$ cat config.mk
export PLATFORM = sky130hd
export DESIGN_NAME = univ_shift_reg
export DESIGN_NICKNAME = d
export VERILOG_FILES = /design/src/rtl/univ_shift_reg.sv
export SDC_FILE = /design/constraint.sdc
export NUM_CORES = 1
export LEC_CHECK = 0
export BUFFER_PORTS_ARGS = -buffer_cell sky130_fd_sc_hd__clkbuf_2
export CAP_MARGIN = 10
export CORE_MARGIN = 4
export CORE_UTILIZATION = 35
export CTS_BUF_LIST = sky130_fd_sc_hd__clkbuf_16
export CTS_CLUSTER_DIAMETER = 100
export DETAILED_ROUTE_END_ITERATION = 6
export GPL_TIMING_DRIVEN = 0
export PLACE_DENSITY = 0.58
export SLEW_MARGIN = 20
export SYNTH_ARGS = -nofsm -noshare
export SYNTH_HDL_FRONTEND = slang
export SYNTH_SLANG_ARGS = --single-unit
$ cat constraint.sdc
create_clock -name clk -period 3.1 [get_ports clk]
set_input_delay 0 -clock clk [delete_from_list [all_inputs] [get_ports clk]]
set_output_delay 0 -clock clk [all_outputs]
set_load 0.02 [all_outputs]
$ cat src/rtl/univ_shift_reg.sv
// Universal shift register: load/hold/clear/shift/rotate/ASR, single-step under en or N-step bursts via start.
// Optional even-parity output q_par is enabled by defining UREG_PARITY_EN.
module univ_shift_reg #(
  parameter int WIDTH = 8,
  localparam int CNT_W = $clog2(WIDTH + 1)
) (
  input  logic             clk,
  input  logic             rst_n,
  input  logic             en,
  input  logic [2:0]       mode,
  input  logic [WIDTH-1:0] d,
  input  logic             sin_r,
  input  logic             sin_l,
  input  logic             start,
  input  logic [CNT_W-1:0] amount,
  output logic [WIDTH-1:0] q,
  output logic             sout_l,
  output logic             sout_r,
  output logic             busy,
`ifdef UREG_PARITY_EN
  output logic             q_par,
`endif
  output logic             done
);

  localparam logic [2:0] M_HOLD = 3'd0;
  localparam logic [2:0] M_LOAD = 3'd1;
  localparam logic [2:0] M_SHL  = 3'd2;
  localparam logic [2:0] M_SHR  = 3'd3;
  localparam logic [2:0] M_ROL  = 3'd4;
  localparam logic [2:0] M_ROR  = 3'd5;
  localparam logic [2:0] M_ASR  = 3'd6;
  localparam logic [2:0] M_CLR  = 3'd7;

  localparam logic [CNT_W-1:0] W_CNT   = CNT_W'(WIDTH);
  localparam logic [CNT_W-1:0] ONE_CNT = CNT_W'(1);

  typedef enum logic {IDLE, SHIFT} state_t;

  state_t           state, state_n;
  logic [WIDTH-1:0] q_n;
  logic [CNT_W-1:0] cnt, cnt_n, amt_sat;
  logic [2:0]       mode_lat, mode_lat_n;
  logic             done_n;
  logic             is_shift;

  function automatic logic [WIDTH-1:0] apply_op(input logic [2:0] m, input logic [WIDTH-1:0] cur,
                                                input logic [WIDTH-1:0] ld, input logic sl,
                                                input logic sr);
    logic [WIDTH-1:0] r;
    r = cur;
    case (m)
      M_LOAD: r = ld;
      M_SHL:  r = {cur[WIDTH-2:0], sr};
      M_SHR:  r = {sl, cur[WIDTH-1:1]};
      M_ROL:  r = {cur[WIDTH-2:0], cur[WIDTH-1]};
      M_ROR:  r = {cur[0], cur[WIDTH-1:1]};
      M_ASR:  r = {cur[WIDTH-1], cur[WIDTH-1:1]};
      M_CLR:  r = '0;
      default: r = cur;
    endcase
    return r;
  endfunction

  assign amt_sat  = (amount > W_CNT) ? W_CNT : amount;
  assign is_shift = (mode >= M_SHL) && (mode <= M_ASR);
  assign busy     = (state == SHIFT);
  assign sout_l   = q[WIDTH-1];
  assign sout_r   = q[0];

  always_comb begin
    state_n    = state;
    q_n        = q;
    cnt_n      = cnt;
    mode_lat_n = mode_lat;
    done_n     = 1'b0;
    case (state)
      IDLE: begin
        if (start) begin
          done_n = 1'b1;
          if (is_shift && (amount != '0)) begin
            // First step of the burst lands on the start edge itself.
            q_n        = apply_op(mode, q, d, sin_l, sin_r);
            mode_lat_n = mode;
            cnt_n      = amt_sat - ONE_CNT;
            if (amt_sat != ONE_CNT) begin
              state_n = SHIFT;
              done_n  = 1'b0;
            end
          end else if (!is_shift) begin
            q_n = apply_op(mode, q, d, sin_l, sin_r);
          end
        end else if (en) begin
          q_n = apply_op(mode, q, d, sin_l, sin_r);
        end
      end
      SHIFT: begin
        q_n = apply_op(mode_lat, q, d, sin_l, sin_r);
        if (cnt == ONE_CNT) begin
          state_n = IDLE;
          cnt_n   = '0;
          done_n  = 1'b1;
        end else begin
          cnt_n = cnt - ONE_CNT;
        end
      end
      default: state_n = IDLE;
    endcase
  end

  always_ff @(posedge clk or negedge rst_n) begin
    if (!rst_n) begin
      state    <= IDLE;
      q        <= '0;
      cnt      <= '0;
      mode_lat <= M_HOLD;
      done     <= 1'b0;
    end else begin
      state    <= state_n;
      q        <= q_n;
      cnt      <= cnt_n;
      mode_lat <= mode_lat_n;
      done     <= done_n;
    end
  end

`ifdef UREG_PARITY_EN
  // Registered alongside q so it always equals ^q.
  always_ff @(posedge clk or negedge rst_n) begin
    if (!rst_n) q_par <= 1'b0;
    else        q_par <= ^q_n;
  end
`endif

endmodule

==> flow_metrics.tcl <==
set metrics [dict create \
    yosys_warnings 0 \
    required_ns 3.23 \
    powerDensity_nw_per_um2 1040 \
    status "finished clean" \
    fmax_ghz 0.515 \
    synth_commonest_cells "mux2_2 (20), dfrtp_1 (17), o21ai_0 (15)" \
    preCtsSetupSlack_ns 1.17 \
    cp_num_buf_inv 1 \
    portBuffers 31 \
    die_h_um 74.0 \
    worst-slew-pin-transition_ns 0.684 \
    vias 1438 \
    antenna_left 0 \
    min_path_cells 3 \
    grt_use_total 0.159 \
    cap_violations 0 \
    slew_violations 0 \
    path_cells "clkbuf_1, nor2_1, a311oi_4, mux2_2" \
    drtIter0Drc 127 \
    critPathMaxFanout 8 \
    timing.rr.start "mode_lat[1]$_DFFE_PN0P_" \
    fin_area_sq_um 1830 \
    relSlewSlack 0.542 \
    ys_ff_latch 17 \
    synth_most_common_cell "mux2_2" \
    placed_area_sq_um 1740 \
    hp-class "input port to flop" \
    grt_pass1_vias 1350 \
    post_cts_buffers 0 \
    fin_crit_sh 0.627 \
    grt_max_degree 18 \
    critical_path_class "flop to flop" \
    hpwl_mm 3.05 \
    rrSetupSlack_ns 1.16 \
    min_from "start" \
    period_needed_ns 1.94 \
    clockBufferDepth 2 \
    routed_wirelength_mm 4.15 \
    hold_viol 0 \
    num_rows 23 \
    area_growth_pct 20.2 \
    avgRoutedWirePerCell_um 16.0 \
    synth_edf_count 0 \
    io_pins 33 \
    clk-insertion-delay-late_ns 0.25 \
    syn_avg_cell_area_sq_um 8.77 \
    gp_routability_congestion 0.872 \
    grt_pass1_wl_mm 6.80 \
    cts_tree "yes" \
    critPathMaxStageDelay_ns 0.59 \
    crit_path_start_kind "flop" \
    max-vdd-ir-drop_v 0.000334 \
    coreArea_sq_um 4120 \
    synthesis.area_sq_um 1530 \
    yosys_most_used_dff "dfrtp_1" \
    reg2reg_depth 4 \
    holdPathEnd "done$_DFF_PN0_" \
    yosysSeqAreaShare 0.279 \
    worstSetupEndpointType "flop" \
    fin_nets 236 \
    antenna_found_initial 0 \
    arrival_ns 2.08 \
    setup_tns_ns 0 \
    initial_core_util 0.371 \
    drc 0 \
    cp_top_family "compound AO/OA/AOI/OAI gates" \
    dr.pass1.iters 5 \
    final.setup_skew_ns 0.000938 \
    synth-async-reset-ratio 1.00 \
    synth_cell_types 42 \
    rr_endpoint "q[2]$_DFFE_PN0P_" \
    die_w_um 74.0 \
    numCtsBuffers 3 \
    yosysTopAreaCellShare 0.279 \
    synth_area_leader_cell "dfrtp_1" \
    clock-root-buffer "clkbuf_16" \
    dieArea_sq_um 5480 \
    rsz0062_at_grt "no" \
    clock-sinks 17 \
    grt_overflow 0 \
    cts_max_level 1 \
    clk_pin_slew_ns 0.05 \
    diodes 0 \
    cp_slowest_cell "a311oi_4" \
    setup_viol 0 \
    drive_above_1_share 0.319 \
    setup_slack_ns 1.16 \
    vias_per_cell 5.53 \
    synth_cells 174 \
    p_leak_nw 0.809 \
    synth_nets 199 \
    ys_top_cells_by_area "dfrtp_1 (28%), mux2_2 (15%), o21ai_0 (4.9%)" \
    cp.depth 4 \
]
[routing by layer]
metal	global-route usage	vias up	wire length (um)
met5	0	-	0
met1	0.220	665	1950
li1	-	725	-
met3	0.0297	4	260
met2	0.262	44	1910
met4	0.0302	0	34
[cell usage in the layout, fill, tap and decap left out, drive strengths merged, types with 5 or more instances in the layout]
cell / instances
nor2: 11
mux2i: 6
dfrtp: 17
buf: 9
nand2b: 6
o22ai: 6
nand2: 12
clkbuf: 40
inv: 7
a21oi: 10
o21ai: 15
mux2: 20
a221oi: 6
xnor2: 5
[worst max path at each step]
stage                                  startpoint          endpoint  slack [ns]
after floorplan                    busy$_DFF_PN0_  q[0]$_DFFE_PN0P_        1.42
after global placement    mode_lat[1]$_DFFE_PN0P_  q[3]$_DFFE_PN0P_        1.18
after detailed placement  mode_lat[1]$_DFFE_PN0P_  q[2]$_DFFE_PN0P_        1.17
after CTS                 mode_lat[1]$_DFFE_PN0P_  q[4]$_DFFE_PN0P_        1.16
after global routing      mode_lat[1]$_DFFE_PN0P_  q[1]$_DFFE_PN0P_        1.03
final                     mode_lat[1]$_DFFE_PN0P_  q[2]$_DFFE_PN0P_        1.16
[where the power goes]
group          switching (W)  internal [W]  total [W]  leakage, nW
clock              0.0000878      0.000173   0.000261       0.0409
combinational       0.000616      0.000536    0.00115        0.562
sequential          0.000149      0.000337   0.000486        0.205
total               0.000853       0.00105    0.00190        0.809
[cell families after synthesis]
logic type                 synth area share
AOI/OAI and AO/OA                     0.256
muxes                                 0.187
buffers and inverters                0.0648
adders and majority gates            0.0328
and+or+nand+nor                       0.146
DFF                                   0.279
xor gates and xnor gates             0.0345
[per-stage QoR]
step	hold slack (ns)	utilization	std cells	power [W]
finish	0.154	0.445	260	0.00190
global route	0.202	0.445	260	0.00207
CTS	0.161	0.445	260	0.00192
detailed placement	-0.0254	0.424	255	0.00165
global placement	-0.0262	0.424	255	0.00163
floorplan	-0.296	-	174	0.00135
[cell type report]
cell class                 count  area, sq um
buffer                        15         72.6
clock inverter                 1         5.00
timing repair buffer          32          165
tap                           50         62.6
clock buffer                   3         75.1
fill                         428         2280
inverter                       7         26.3
sequential                    17          425
multi-input combinational    135         1000
[worst min-delay path: stages]
cell,delay [ns]
clkbuf_2,0.12
a21oi_1,0.17
a21oi_1,0.07
[state kept, by name, summed over array words and instances (netlist names)]
register	count
busy	1
done	1
cnt	4
q	8
mode_lat	3
[timing repair]
| item | CTS | global route |
|---|---|---|
| gates resized for setup | 0 | 0 |
| hold buffers | 1 | 0 |
| endpoints found under the hold margin | 17 | 0 |
Note: power is estimated with default switching activity, not from simulation.
